### config.mk
export PLATFORM = sky130hd
export DESIGN_NAME = vliw_scoreboard
export DESIGN_NICKNAME = d
export VERILOG_FILES = /design/src/rtl/vliw_scoreboard.sv
export SDC_FILE = /design/constraint.sdc
export NUM_CORES = 1
export LEC_CHECK = 0
export ABC_AREA = 1
export CAP_MARGIN = 20
export CORE_MARGIN = 2
export CORE_UTILIZATION = 39
export DETAILED_ROUTE_END_ITERATION = 10
export PLACE_DENSITY_LB_ADDON = 0.15
export SKIP_CTS_REPAIR_TIMING = 1
export SLEW_MARGIN = 10
export SYNTH_ARGS = -nofsm -noshare
export SYNTH_HDL_FRONTEND = slang
export SYNTH_SLANG_ARGS = --single-unit
### constraint.sdc
create_clock -name clk -period 8.2 [get_ports clk]
set_input_delay 0.82 -clock clk [delete_from_list [all_inputs] [get_ports clk]]
set_output_delay 0.82 -clock clk [all_outputs]
set_load 0.02 [all_outputs]
### src/rtl/vliw_scoreboard.sv
// vliw_scoreboard: per-register countdown scoreboard raising RAW/WAW stalls and bypass flags for an N-slot VLIW issue stage
module vliw_scoreboard #(
  parameter int NUM_SLOTS = 2,
  parameter int NUM_REGS  = 8,
  parameter int REG_W     = 3,
  parameter int LAT_W     = 2,
  parameter int FWD_LVL   = 1
) (
  input  logic                       clk,
  input  logic                       reset,
  input  logic [NUM_SLOTS-1:0]       i_issue_valid,
  input  logic [NUM_SLOTS-1:0]       i_issue_wr,
  input  logic [NUM_SLOTS*REG_W-1:0] i_issue_rd,
  input  logic [NUM_SLOTS*LAT_W-1:0] i_issue_lat,
  input  logic [NUM_SLOTS*REG_W-1:0] i_src_rn,
  input  logic [NUM_SLOTS*REG_W-1:0] i_src_rm,
  input  logic [NUM_SLOTS-1:0]       i_rn_used,
  input  logic [NUM_SLOTS-1:0]       i_rm_used,
  input  logic                       i_flush,
  output logic                       o_stall,
  output logic [NUM_SLOTS-1:0]       o_fwd_rn,
  output logic [NUM_SLOTS-1:0]       o_fwd_rm,
  output logic [NUM_REGS-1:0]        o_busy,
  output logic                       o_waw_err,
  output logic [15:0]                o_stall_count
);
  localparam logic [LAT_W-1:0] FWD = LAT_W'(FWD_LVL);
  logic [LAT_W-1:0] r_cnt [NUM_REGS];
  logic             r_waw_err;
  logic [15:0]      r_stall_count;
  logic [LAT_W-1:0] w_cnt_rn [NUM_SLOTS];
  logic [LAT_W-1:0] w_cnt_rm [NUM_SLOTS];
  logic [LAT_W-1:0] w_cnt_rd [NUM_SLOTS];
  logic [LAT_W-1:0] w_lat [NUM_SLOTS];
  logic [REG_W-1:0] w_rd [NUM_SLOTS];
  logic             w_hazard, w_dup, w_accept;
  always_comb begin
    w_hazard = 1'b0;
    w_dup = 1'b0;
    o_fwd_rn = '0;
    o_fwd_rm = '0;
    for (int s = 0; s < NUM_SLOTS; s++) begin
      w_rd[s] = i_issue_rd[s*REG_W +: REG_W];
      w_lat[s] = i_issue_lat[s*LAT_W +: LAT_W];
      w_cnt_rn[s] = r_cnt[i_src_rn[s*REG_W +: REG_W]];
      w_cnt_rm[s] = r_cnt[i_src_rm[s*REG_W +: REG_W]];
      w_cnt_rd[s] = r_cnt[w_rd[s]];
      o_fwd_rn[s] = i_rn_used[s] && w_cnt_rn[s] != '0 && w_cnt_rn[s] <= FWD;
      o_fwd_rm[s] = i_rm_used[s] && w_cnt_rm[s] != '0 && w_cnt_rm[s] <= FWD;
      w_hazard |= i_issue_valid[s] && ((i_rn_used[s] && w_cnt_rn[s] > FWD) ||
                                       (i_rm_used[s] && w_cnt_rm[s] > FWD) ||
                                       (i_issue_wr[s] && w_cnt_rd[s] > w_lat[s]));
      for (int t = 0; t < s; t++)
        w_dup |= i_issue_valid[s] && i_issue_wr[s] && i_issue_valid[t] && i_issue_wr[t] && w_rd[s] == w_rd[t];
    end
  end
  assign o_stall = w_hazard && !i_flush;
  assign w_accept = |i_issue_valid && !w_hazard && !i_flush;
  always_comb begin
    o_busy = '0;
    for (int r = 0; r < NUM_REGS; r++) o_busy[r] = r_cnt[r] != '0;
  end
  assign o_waw_err = r_waw_err;
  assign o_stall_count = r_stall_count;
  // later slots assign after earlier ones, so the highest slot wins a duplicate rd
  always_ff @(posedge clk) begin
    if (reset) begin
      for (int r = 0; r < NUM_REGS; r++) r_cnt[r] <= '0;
      r_waw_err <= 1'b0;
      r_stall_count <= '0;
    end else begin
      for (int r = 0; r < NUM_REGS; r++) r_cnt[r] <= r_cnt[r] - LAT_W'(r_cnt[r] != '0);
      if (w_accept)
        for (int s = 0; s < NUM_SLOTS; s++)
          if (i_issue_valid[s] && i_issue_wr[s] && w_lat[s] != '0) r_cnt[w_rd[s]] <= w_lat[s];
      r_waw_err <= w_accept && w_dup;
      r_stall_count <= r_stall_count + 16'(o_stall && r_stall_count != 16'hFFFF);
    end
  end
endmodule

Word level (Yosys, flattened, before mapping) --
Memory sizes are Yosys's and may differ from the RTL's. Cells that the tools add are included.
Word-level totals: memories 1, bits in writable memories 16, output and inout port bits 30, bits of input ports 33, flip-flop bits (word level) 17
Memory list:
- r_cnt | words 8, bits a word 2, rd ports 14, clocked after Yosys merged registers in 0, wr ports 10, RTL line 28 | logic [LAT_W-1:0] r_cnt [NUM_REGS];
Cells by class: bitwise operators 9, $lt $le $gt $ge 10, add/sub/neg operators 9, reduce and logical (&&, ||, !) cells 49, equal/unequal tests 2, mux-type cells 19
Operators with widths (count):
- logical AND 1 bit | 28
- nonzero test 2 bit | 14
- adder 16 x 1 -> 16 bit | 1
- 2-to-1 mux 2 bit | 8
- inequality test 16 bit (second input constant) | 1
- subtractor 2 x 1 -> 2 bit | 8
- 2-to-1 mux 1 bit | 11
- bitwise OR 1 bit | 9
- > comparator 2 x 1 -> 1 bit (second input constant) | 4
- less-or-equal comparator 2 x 1 -> 1 bit (second input constant) | 4
- > comparator 2 bit | 2
- logical OR 1 bit | 4
- equality test 3 bit | 1
- logical NOT 1 bit | 2
- OR reduction 2 bit | 1

Logic depth before layout (Yosys ltp) --
Gate-level depths: netlist (run 1). An unclocked memory read counts as a cell.
word-level depth 13, depth in mapped cells 26, gate-level depth less buffers 26

Worst setup path after synthesis (run 1) --
No wires, ideal clock.
path type in2reg, start in i_issue_rd[5], end reg r_stall_count[14] (netlist: o_stall_count[14]), data arrival time 3705 ps, setup slack 4421 ps, setup time 74 ps, cell stages on the path 25, data required time 8126 ps, buffers on the path 0, path through inv_1 > nor3_1 > inv_1 > o22ai_1 > a221oi_1 > nand2_1 > inv_1 > ha_1 > nand2_1 > o211ai_1 > nand3_1 > nand2_1 > nand2_2 > nand2_1 > a41oi_1 > ha_1 > ha_1 > nand3_1 > nor2_1 > nand2_1 > inv_1 > nand3_1 > nor3_1 > o21ai_0 > a31oi_1
On the way: longest elaborated chain between the ends 9
Ends and longest elaborated chain:
- start: declaration | RTL line 13 | input logic [NUM_SLOTS*REG_W-1:0] i_issue_rd,
- memory (8 x 2 bit)
- > comparator 2 bit | RTL line 52 | (i_issue_wr[s] && w_cnt_rd[s] > w_lat[s]));
- logical AND 1 bit | RTL line 52
- logical OR 1 bit | RTL line 51 | (i_rm_used[s] && w_cnt_rm[s] > FWD) ||
- logical AND 1 bit | RTL line 50 | w_hazard |= i_issue_valid[s] && ((i_rn_used[s] && w_cnt_rn[s] > FWD) ||
- bitwise OR 1 bit | RTL line 50
- logical AND 1 bit | RTL line 57 | assign o_stall = w_hazard && !i_flush;
- logical AND 1 bit | RTL line 77 | r_stall_count <= r_stall_count + 16'(o_stall && r_stall_count != 16'hFFFF);
- adder 16 x 1 -> 16 bit | RTL line 77
- end signal: assignment | RTL line 77
- end: declaration | RTL line 30 | logic [15:0] r_stall_count;
Every way passes these cells. A chain may end at the register's enable or synchronous reset.

Final worst setup path (run 1) --
start in i_issue_rd[5], end out o_stall
On the way: longest elaborated chain between the ends 7
Ends and longest elaborated chain:
- memory (8 x 2 bit)
- > comparator 2 bit | RTL line 52
- logical AND 1 bit | RTL line 52
- logical OR 1 bit | RTL line 51
- logical AND 1 bit | RTL line 50
- bitwise OR 1 bit | RTL line 50
- logical AND 1 bit | RTL line 57
- end: declaration | RTL line 20 | output logic o_stall,
Every way passes these cells.

==> key figures, run 1 <==
Yosys
  – Post-synth top area share: 22.96%
  – Gate Count Post-Synth: around 480
  – Ys async rst share: 0%
  – Ys flop type: dfxtp_1
  – Largest family of logic cells by synthesized area: simple AND/OR/NAND/NOR gates
  – Unique masters post-synth: 38
  – Mapped Nets: roughly 520
  – Mapped cell area: between 2000 and 3000 µm²
  – Compound-Gate Fraction of Synth Area: 16.43%
  – Syn avg cell area: 5.958 µm²
  – Sequential area share after synthesis: a little under a quarter
  – YS warnings: 0
  – Synthesized flop and latch total: 33
  – Synth Area in XOR/XNOR: less than 1%
  – Synth area leader: dfxtp_1
  – Top cells by area, synth: dfxtp_1 (23%), nand2_1 (16%), nand3_1 (11%)
  – Post-synth EDFFs: 0
  – Adder-cell share of the synthesized area: approximately 2.6%
  – Mux contribution to synthesized area: 0%
  – Simple-Gate Fraction of Synth Area: a little under half

Routing
  – Vias per std cell: roughly 5.6
  – Initial DRC count: approximately 380
  – Routed Antenna Nets: 0
  – DR DRC count: 0
  – Drt wl/cell: about 16 µm
  – Detailed Routing Iterations Pass 1: 5
  – Final wirelength: about 9900 µm
  – Via count: about 3600

Clock network
  – TritonCTS clock tree: yes
  – H-tree Lvls: 2
  – TritonCTS Buffers: 5
  – CTS Sinks: 33
  – Worst-path clk slew: roughly 0.07 ns
  – Deepest clock path buffer count: 2
  – Root buffer cell: clkbuf_8
  – Clk_lat worst skew: a little under 0.3 ns

STA
  – Clock skew: 0.009672 ns
  – Final Hold Vio Count: 0
  – Worst slew margin: 39.96%
  – Setup slack after layout: approximately 3.2 ns
  – Setup Viol. Count Final: 0
  – Tmin final: between 4 and 5 ns
  – Post-route clock period utilization: just over 60%
  – TNS Setup: 0 ns
  – Slew Limit Fails: 0
  – RSZ-0062 raised after global routing: false
  – Least-Margin Pin Slew: approximately 0.90 ns
  – Hold slack: about 0.5 ns
  – Highest clock rate: just over 0.2 GHz

GRT
  – Largest net degree at the start of global routing: 35
  – GR Util All Layers: between 20% and 30%
  – First-pass GRT wire length: approximately 16000 µm
  – Initial antenna violation count: 0
  – Global route overflow: 0
  – Vias in the first global route: ~3200

Worst setup path
  – Worst EP arrival: between 4 and 5 ns
  – Worst Setup Path Type: input port to primary output
  – WP data required: around 7.4 ns
  – Slowest library cell on the worst path: nor3_1
  – CP max FO: 7
  – Max incr delay on CP: between 0.6 and 0.7 ns
  – Element type at the critical path start: input port
  – CP Cell Sequence: clkdlybuf4s50_1 -> inv_1 -> nor3_1 -> inv_1 -> o22ai_1 -> a221oi_1 -> nand2_1 -> inv_1 -> ha_1 -> nand2_1 -> o211ai_1 -> nand3_1 -> nand2_1 -> nand2_2 -> nand2_1 -> inv_1 -> clkdlybuf4s50_1
  – Setup crit end kind: primary output

Floorplan
  – Initial Utilization: 39.89%
  – Die Y: around 90 µm
  – I/O pin cnt: between 60 and 70
  – Die ar.: approximately 8100 µm²
  – Die W: approximately 90 µm
  – Site Rows: 31
  – Core Area: roughly 7000 µm²

Worst hold path
  – Worst min path class: flop to flop

Placement
  – IO buf count: 62
  – Dpl cells: between 600 and 700
  – Gpl congestion: between 0.9 and 1
  – Pre-CTS setup slack: a little over 3 ns
  – Post-DP HPWL: between 7000 and 8000 µm

Cells and area
  – Final nets: ~570
  – Layout area overhead: 25.17%
  – Layout Cells excl Fill: 633
  – Most frequent cells in the layout: nand2_1 (121), nand3_1 (64), clkdlybuf4s50_1 (62)
  – Layout cells sized above 1: ~3.9%
  – ANT cells: 0
  – Most common cell after layout, fill and taps aside: nand2_1

Job
  – Max Cap Viol: 0

Pwr
  – Total power: around 380 µW
  – Maximum vdd drop: about 0.073 mV
  – Pwr Density: approximately 100 nW/µm²
  – Leakage power: roughly 1.5 nW

Run status
  – Outcome: finished, final reports clean
power by group:
group	internal, mW	switching (mW)
clock	0.0586	0.0674
combinational	0.0335	0.0541
sequential	0.161	0.00154
kinds of logic (layout without fill, tap and decap cells):
| logic type | count (synthesis) | in the layout |
|---|---|---|
| adders and majority gates | 6 | 6 |
| DFF | 33 | 33 |
| AOI/OAI and AO/OA | 80 | 80 |
| and+or+nand+nor | 283 | 283 |
| xor gates and xnor gates | 3 | 3 |
| buffers and inverters | 78 | 129 |
synth_stat cells (all sizes together), types with 2 or more instances:
cell	n
nand2	122
nand3	65
inv	56
dfxtp	33
nor3	33
nand4	31
o21ai	29
a21oi	26
nor2	24
clkbuf	11
buf	10
ha	6
a221oi	5
a211oi	4
a22oi	3
nand3b	3
o211ai	3
o22ai	3
or2	3
xnor2	2
registers in the layout, summed over array words and instances, names as in the netlist:
| register | count |
|---|---|
| o_waw_err | 1 |
| o_stall_count | 16 |
| r_cnt | 16 |
area by class of cell:
class	instances	area (µm²)
clock buffers	5	68.82
clock inverters	3	17.52
fillers	755	3612
inverters	57	214.0
multi-input cells	372	1882
flip-flops and latches	33	660.6
well taps	99	123.9
repair buffers	64	635.6
layer usage:
layer	part of all wire (%)	global-route usage, %	vias up
met3	6.7	3.437	31
met2	44	38.70	159
li1	-	-	1766
met4	3.3	9.487	0
met5	0	0	-
met1	46	33.85	1609
path summary, 6_finish.rpt:
path	startpoint	end	slack, ns	cells past startpoint
hold / removal	o_stall_count[15]$_SDFF_PP0_	o_stall_count[15]$_SDFF_PP0_	0.50	2
setup / recovery	i_issue_rd[5]	o_stall	3.24	17
setup reg to reg	r_cnt[1][1]$_DFF_P_	o_stall_count[14]$_SDFF_PP0_	4.49	23
hold reg to reg	o_stall_count[15]$_SDFF_PP0_	o_stall_count[15]$_SDFF_PP0_	0.50	2
worst max-delay path: cells and delay by family:
family          cells  cell delay (ns)
buf+inv             6             1.51
simple gates        7             1.22
compound gates      3             0.32
fa+ha+maj           1             0.26
per-stage QoR:
step	area [µm²]	utilization, %
floorplan	2878	-
global placement	3516	48.73
detailed placement	3516	48.73
CTS	3602	49.93
global route	3602	49.93
finish	3602	49.93
No activity file was read; power rests on OpenSTA's default activity.
==> run 2: changes to the inputs <==
==> constraint.sdc (replaced) <==
create_clock -name clk -period 4.9 [get_ports clk]
set_input_delay 0.49 -clock clk [delete_from_list [all_inputs] [get_ports clk]]
set_output_delay 0.49 -clock clk [all_outputs]
set_load 0.02 [all_outputs]
==> run 2 against run 1 <==
  * Sequential share of layout area shrank 0.48 points
  * Non-clock buffer count grew 13
  * Clock-buffer cell count is the same
  * Sequential cell count is the same
  * Via count grew 2.2%
  * Combinational power grew 75%
==> key figures, run 2 (synthesis gave the netlist of run 1 again) <==
Clock network
  – Clk_lat worst skew: 0.30 ns (was 0.29 ns)
  – Root buffer cell: clkbuf_8 (unchanged)
  – Worst-path clk slew: 0.07 ns (about the same)
  – CTS Sinks: 33 (unchanged)
  – TritonCTS Buffers: 5 (unchanged)
  – H-tree Lvls: 2 (unchanged)
  – TritonCTS clock tree: yes (unchanged)
  – Deepest clock path buffer count: 2 (unchanged)

Routing
  – Vias per std cell: 5.639 (was 5.632)
  – Routed Antenna Nets: 0 (unchanged)
  – Via count: 3643 (was 3565)
  – M1 wire length: 4369 µm (was 4545 µm)
  – Detailed Routing Iterations Pass 1: 5 (unchanged)
  – Top Metal Used: met4 (unchanged)
  – Final wirelength: 9917 µm (was 9865 µm)
  – Met2 WL: 4362 µm (was 4338 µm)
  – Drt wl/cell: 15.35 µm (was 15.58 µm)
  – DR DRC count: 0 (unchanged)
  – Initial DRC count: 350 (was 382)
  – WL met3: 838 µm (was 657 µm)

Floorplan
  – Initial Utilization: 39.89% (unchanged)
  – Die ar.: 8082 µm² (unchanged)
  – I/O pin cnt: 63 (unchanged)
  – Die W: 89.90 µm (unchanged)
  – Die Y: 89.90 µm (unchanged)
  – Site Rows: 31 (unchanged)
  – Core Area: 7214 µm² (unchanged)

GRT
  – Global route overflow: 0 (unchanged)
  – Initial antenna violation count: 0 (unchanged)
  – Vias in the first global route: 3317 (was 3214)
  – GR Util All Layers: 24.58% (was 24.48%)
  – First-pass GRT wire length: 16300 µm (was 16260 µm)
  – Largest net degree at the start of global routing: 35 (unchanged)

Pwr
  – Psw: 211.0 µW (was 123.1 µW)
  – P_int: 429.9 µW (was 253.4 µW)
  – Gate power share: 23.8% (was 23.3%)
  – Leakage power: 1.601 nW (was 1.533 nW)
  – Part of the power in registers: 42.5% (was 43.3%)
  – Share of total power in the clock network: 33.7% (was 33.5%)
  – Switching Share: 32.92% (was 32.69%)
  – Maximum vdd drop: 0.1149 mV (was 0.07279 mV)
  – Pwr Density: 173.2 nW/µm² (was 104.5 nW/µm²)
  – Total power: 640.8 µW (was 376.5 µW)

STA
  – Worst slew margin: 42.13% (was 39.96%)
  – Hold slack: 0.5050 ns (was 0.5028 ns)
  – Final Hold Vio Count: 0 (unchanged)
  – Tmin final: about 4.4 ns
  – TNS Setup: 0 ns (unchanged)
  – Post-route clock period utilization: 90.81%
  – Setup slack after layout: 0.4501 ns (was 3.240 ns)
  – Highest clock rate: 0.2247 GHz
  – Slew Limit Fails: 0 (unchanged)
  – Setup Viol. Count Final: 0 (unchanged)
  – RSZ-0062 raised after global routing: false (unchanged)
  – Least-Margin Pin Slew: 0.8643 ns (was 0.8966 ns)
  – Clock skew: 0.007840 ns (was 0.009672 ns)

Cells and area
  – Layout area overhead: 28.57% (was 25.17%)
  – Layout cells sized above 1: 6.216% (was 3.933%)
  – Most common cell after layout, fill and taps aside: nand2_1 (unchanged)
  – Final nets: 585 (was 572)
  – Design Area, Final: 3700 µm² (was 3602 µm²)
  – ANT cells: 0 (unchanged)
  – Sequential cell area: 660.6 µm² (unchanged)
  – Filler cells: 774 (was 755)
  – Layout Cells excl Fill: 646 (was 633)
  – Multi-input gate area: 1882 µm² (unchanged)
  – Most frequent cells in the layout: nand2_1 (121), nand3_1 (64), clkdlybuf4s50_1 (62) (unchanged)
  – Final Util: 51.28% (was 49.93%)

Worst setup path
  – WP data required: 5.13 ns (was 7.38 ns)
  – Crit path capture: o_stall_count[14]$_SDFF_PP0_ (was o_stall)
  – Slowest library cell on the worst path: clkdlybuf4s50_1 (was nor3_1)
  – CP delay by family, top: simple AND/OR/NAND/NOR gates (was buffers and inverters)
  – R2R cell count: 23 (unchanged)
  – WP depth: 25 (was 17)
  – Element type at the critical path start: input port (unchanged)
  – Worst EP arrival: 4.67 ns (was 4.14 ns)
  – CP bufs+invs: 4 (was 6)
  – Most used cell, CP: nand2_1
  – R2r setup slk: 1.10 ns (was 4.49 ns)
  – Reg-to-Reg Start: r_cnt[1][1]$_DFF_P_ (unchanged)
  – Max incr delay on CP: 0.57 ns (was 0.68 ns)
  – Setup crit end kind: flop (was primary output)
  – R2r endpoint: o_stall_count[14]$_SDFF_PP0_ (unchanged)
  – Worst Setup Path Type: input port to flop (was input port to primary output)
  – CP max FO: 6 (was 7)
  – Crit path from: i_issue_rd[0] (was i_issue_rd[5])

Worst hold path
  – Worst min path class: flop to flop (unchanged)
  – Min-delay src: o_stall_count[13]$_SDFF_PP0_ (was o_stall_count[15]$_SDFF_PP0_)

Placement
  – Dpl cells: 638 (was 625)
  – Gpl congestion: 0.9963 (was 0.9965)
  – IO buf count: 62 (unchanged)
  – Pre-CTS setup slack: 0.2872 ns (was 3.078 ns)
  – Post-DP HPWL: 7308 µm (was 7279 µm)
  – Placed instance area: 3613 µm² (was 3516 µm²)

Run status
  – Outcome: finished, final reports clean (unchanged)

Job
  – Max Cap Viol: 0 (unchanged)
run 2: final cells by class:
cell class	count	area share, %
Tap cell	99	3.348
Clock buffer	5	1.860
Inverter	57	5.783
Timing Repair Buffer	77	19.82
Sequential cell	33	17.86
Multi-Input combinational cell	372	50.86
Clock inverter	3	0.4735
run 2: worst reg2reg max path, cell delays in order, from the launching register on:
cell and delay, ns:
dfxtp_1 0.33, inv_1 0.27, o22ai_1 0.14, a221oi_1 0.25, nand4_1 0.15, ha_1 0.32, inv_1 0.04, nor2_1 0.07
o211ai_1 0.09, nand3_1 0.09, nand2_1 0.06, nand2_2 0.11, nand2_1 0.09, a41oi_1 0.19, ha_1 0.21, ha_1 0.20
nand3_1 0.12, nor2_1 0.26, nand2_1 0.15, inv_1 0.09, nand3_1 0.10, nor3_1 0.14, o21ai_0 0.09, a31oi_1 0.15
run 2: worst min path at each step:
stage	endpoint	slack, ns	cells past startpoint
floorplan	r_cnt[0][1]$_DFF_P_	0.54	4
global placement	o_stall_count[13]$_SDFF_PP0_	0.48	1
detailed placement	o_stall_count[13]$_SDFF_PP0_	0.49	1
CTS	o_stall_count[13]$_SDFF_PP0_	0.51	1
global route	o_stall_count[13]$_SDFF_PP0_	0.54	1
finish	o_stall_count[13]$_SDFF_PP0_	0.51	1
run 2: power by group through the flow:
stage	clock (mW)	combinational, mW	sequential, mW
4_1_cts	0.217	0.151	0.272
3_3_place_gp	0	0.149	0.279
3_5_place_dp	0	0.150	0.279
6_report	0.216	0.153	0.272
5_1_grt	0.228	0.168	0.272
2_1_floorplan	0	0.0863	0.279
run 2: per-layer routing:
metal / vias up / track usage [%]
met1: 1627 / 32.24
met3: 31 / 4.443
li1: 1790 / -
met2: 195 / 39.27
met5: - / 0
met4: 0 / 11.54
==> run 3: changes to the inputs <==
--- a/config.mk
+++ b/config.mk
@@ -5,7 +5,6 @@
 export SDC_FILE = /design/constraint.sdc
 export NUM_CORES = 1
 export LEC_CHECK = 0
-export ABC_AREA = 1
 export CAP_MARGIN = 20
 export CORE_MARGIN = 2
 export CORE_UTILIZATION = 39
==> run 3 against run 2 <==
  * Non-clock buffer count shrank 7
  * Sequential cell count is the same
  * First-iteration DRC count shrank 42%
  * Combinational power shrank 16%
  * Critical endpoint is now o_stall
  * Largest cell class unchanged
==> key figures, run 3 <==
Worst setup path
  – CP Cell Sequence: clkdlybuf4s50_1 -> mux4_2 -> mux2_2 -> ha_1 -> a21oi_1 -> o22ai_1 -> or4_4 -> nor2_1 -> buf_4 -> nor2_1 -> clkdlybuf4s50_1
  – Worst EP arrival: 4.03 ns (was 4.67 ns)
  – Setup crit end kind: primary output (was flop)
  – Slowest library cell on the worst path: clkdlybuf4s50_1 (unchanged)
  – CP max FO: 9 (was 6)
  – Max incr delay on CP: 0.68 ns (was 0.57 ns)
  – Element type at the critical path start: input port (unchanged)
  – R2r setup slk: 1.10 ns (about the same)
  – Worst Setup Path Type: input port to primary output (was input port to flop)
  – WP data required: 4.41 ns (was 5.13 ns)

Worst hold path
  – Worst min path class: flop to flop (unchanged)

STA
  – RSZ-0062 raised after global routing: false (unchanged)
  – Slew Limit Fails: 0 (unchanged)
  – TNS Setup: 0 ns (unchanged)
  – Post-route clock period utilization: 92.33% (was 90.81%)
  – Clock skew: 0.004404 ns (was 0.007840 ns)
  – Tmin final: 4.524 ns (was 4.450 ns)
  – Highest clock rate: 0.2210 GHz (was 0.2247 GHz)
  – Least-Margin Pin Slew: 0.8482 ns (was 0.8643 ns)
  – Final Hold Vio Count: 0 (unchanged)
  – Setup Viol. Count Final: 0 (unchanged)
  – Worst slew margin: 43.24% (was 42.13%)

Clock network
  – TritonCTS Buffers: 5 (unchanged)
  – Worst-path clk slew: 0.07 ns (about the same)
  – Deepest clock path buffer count: 2 (unchanged)
  – H-tree Lvls: 2 (unchanged)
  – Root buffer cell: clkbuf_8 (unchanged)
  – CTS Sinks: 33 (unchanged)
  – Clk_lat worst skew: 0.29 ns (was 0.30 ns)
  – TritonCTS clock tree: yes (unchanged)

GRT
  – GR Util All Layers: 22.30% (was 24.58%)
  – First-pass GRT wire length: 13340 µm (was 16300 µm)
  – Vias in the first global route: 2593 (was 3317)
  – Largest net degree at the start of global routing: 29 (was 35)
  – Initial antenna violation count: 0 (unchanged)
  – Global route overflow: 0 (unchanged)

Job
  – Max Cap Viol: 0 (unchanged)

Floorplan
  – Core Area: 6869 µm² (was 7214 µm²)
  – Site Rows: 30 (was 31)
  – I/O pin cnt: 63 (unchanged)
  – Die W: 88.60 µm (was 89.90 µm)
  – Initial Utilization: 40.64% (was 39.89%)
  – Die Y: 88.60 µm (was 89.90 µm)
  – Die ar.: 7850 µm² (was 8082 µm²)

Routing
  – DR DRC count: 0 (unchanged)
  – Detailed Routing Iterations Pass 1: 4 (was 5)
  – Via count: 2765 (was 3643)
  – Final wirelength: 8528 µm (was 9917 µm)
  – Initial DRC count: 203 (was 350)
  – Drt wl/cell: 17.69 µm (was 15.35 µm)
  – Routed Antenna Nets: 0 (unchanged)
  – Vias per std cell: 5.737 (was 5.639)

Pwr
  – Maximum vdd drop: 0.1461 mV (was 0.1149 mV)
  – Leakage power: 1.297 nW (was 1.601 nW)
  – Pwr Density: 167.2 nW/µm² (was 173.2 nW/µm²)
  – Total power: 603.4 µW (was 640.8 µW)

Cells and area
  – Most common cell after layout, fill and taps aside: clkdlybuf4s50_1 (was nand2_1)
  – Sequential cell area: 660.6 µm² (unchanged)
  – Layout cells sized above 1: 16.84% (was 6.216%)
  – Multi-input gate area: 2021 µm² (was 1882 µm²)
  – ANT cells: 0 (unchanged)
  – Most frequent cells in the layout: clkdlybuf4s50_1 (62), nand2_1 (34), dfxtp_1 (33) (was nand2_1 (121), nand3_1 (64), clkdlybuf4s50_1 (62))
  – Layout area overhead: 29.31% (was 28.57%)
  – Final nets: 424 (was 585)
  – Filler cells: 637 (was 774)

Placement
  – Post-DP HPWL: 6284 µm (was 7308 µm)
  – Gpl congestion: 0.8890 (was 0.9963)
  – IO buf count: 62 (unchanged)

Yosys
  – Synth area leader: dfxtp_1 (unchanged)
  – Ys async rst share: 0% (unchanged)
  – YS warnings: 0 (unchanged)
  – Syn avg cell area: 8.669 µm² (was 5.958 µm²)
  – Sequential area share after synthesis: 23.67% (was 22.96%)
  – Mapped Nets: 361 (was 522)
  – Unique masters post-synth: 51 (was 38)
  – Synthesized flop and latch total: 33 (unchanged)
  – Top post-synthesis cells by count: nand2_1 (34), dfxtp_1 (33), nor2_1 (21) (was nand2_1 (121), nand3_1 (64), inv_1 (52))
  – Mapped cell area: 2791 µm² (was 2878 µm²)
  – Post-synth EDFFs: 0 (unchanged)
  – Top cells by area, synth: dfxtp_1 (24%), mux2_2 (8.1%), mux4_2 (8.1%) (was dfxtp_1 (23%), nand2_1 (16%), nand3_1 (11%))
  – Ys flop type: dfxtp_1 (unchanged)
  – Gate Count Post-Synth: 322 (was 483)
  – Post-synth top area share: 23.67% (was 22.96%)
  – Most frequent cell after synthesis: nand2_1 (unchanged)

Run status
  – Outcome: finished, final reports clean (unchanged)
## run 3: changes by cell type after synthesis, moves of 6 or more
cell     previous run  this run
inv_1              52        11
mux2i_1             0         6
nor2b_1             0        19
nand3_1            64        13
a21oi_1            26         7
nor3_1             33         4
mux4_2              0        10
nand4_1            31         6
xor2_1              1         8
mux2_2              0        20
nand2_1           121        34
nor4_1              0         6
o21ai_0            29        16
o22ai_1             3        14
## run 3: path summary, 6_finish.rpt
kind,from,endpoint,cells after the start
max,i_issue_rd[0],o_stall,11
max reg2reg,r_cnt[7][1]$_DFF_P_,o_stall_count[14]$_SDFF_PP0_,15
min,o_stall_count[12]$_SDFF_PP0_,o_stall_count[12]$_SDFF_PP0_,2
min reg2reg,o_stall_count[12]$_SDFF_PP0_,o_stall_count[12]$_SDFF_PP0_,2
## run 3: where the power goes
| group | internal, mW | leakage (nW) | switching, mW |
|---|---|---|---|
| Combinational | 0.0599 | 0.987 | 0.0693 |
| Sequential | 0.270 | 0.266 | 0.00359 |
| Clock | 0.0979 | 0.0439 | 0.102 |
| Total | 0.428 | 1.30 | 0.175 |
## run 3: through the flow
step                cells  cell area (µm²)  setup slack, ns  util (%)  hold WS (ns)
floorplan             322             2791           0.8468         -        0.5619
global placement      474             3523           0.4092     51.29        0.4842
detailed placement    474             3523           0.3236     51.29        0.4987
CTS                   482             3610           0.3945     52.55        0.5152
global route          482             3610           0.1651     52.55        0.5457
finish                482             3610           0.3756     52.55        0.5111
## run 3: cell families after synthesis
kind of cell / count (synthesis) / share of synthesized area [%]
fa+ha+maj: 6 / 2.689
xor+xnor: 14 / 4.393
flops: 33 / 23.67
compound gates: 63 / 16.81
simple gates: 140 / 27.12
mux: 41 / 21.38
buf+inv: 25 / 3.944
## run 3: metal layers
metal | GRT usage, % | routed length [µm] | up-vias
met4 | 6.474 | 99 | 0
met2 | 39.10 | 4094 | 110
met5 | 0 | 0 | -
met1 | 28.27 | 3721 | 1301
li1 | - | - | 1344
met3 | 3.638 | 612 | 10
## run 3: cell type report
cell class              count  share of cell area (%)
multi-input cells         264                   55.98
repair buffers             70                   18.86
flip-flops and latches     33                   18.30
well taps                  96                   3.328
clock buffers               5                   1.906
inverters                  11                   1.144
clock inverters             3                  0.4853
## run 3: critical path: cells and delay by family
kind                     cells  cell delay (ns)
AO/OA/AOI/OAI                2             0.25
AND/OR/NAND/NOR              3             0.76
multiplexers                 2             0.81
adder cells (fa/ha/maj)      1             0.29
buffers and inverters        3             1.42
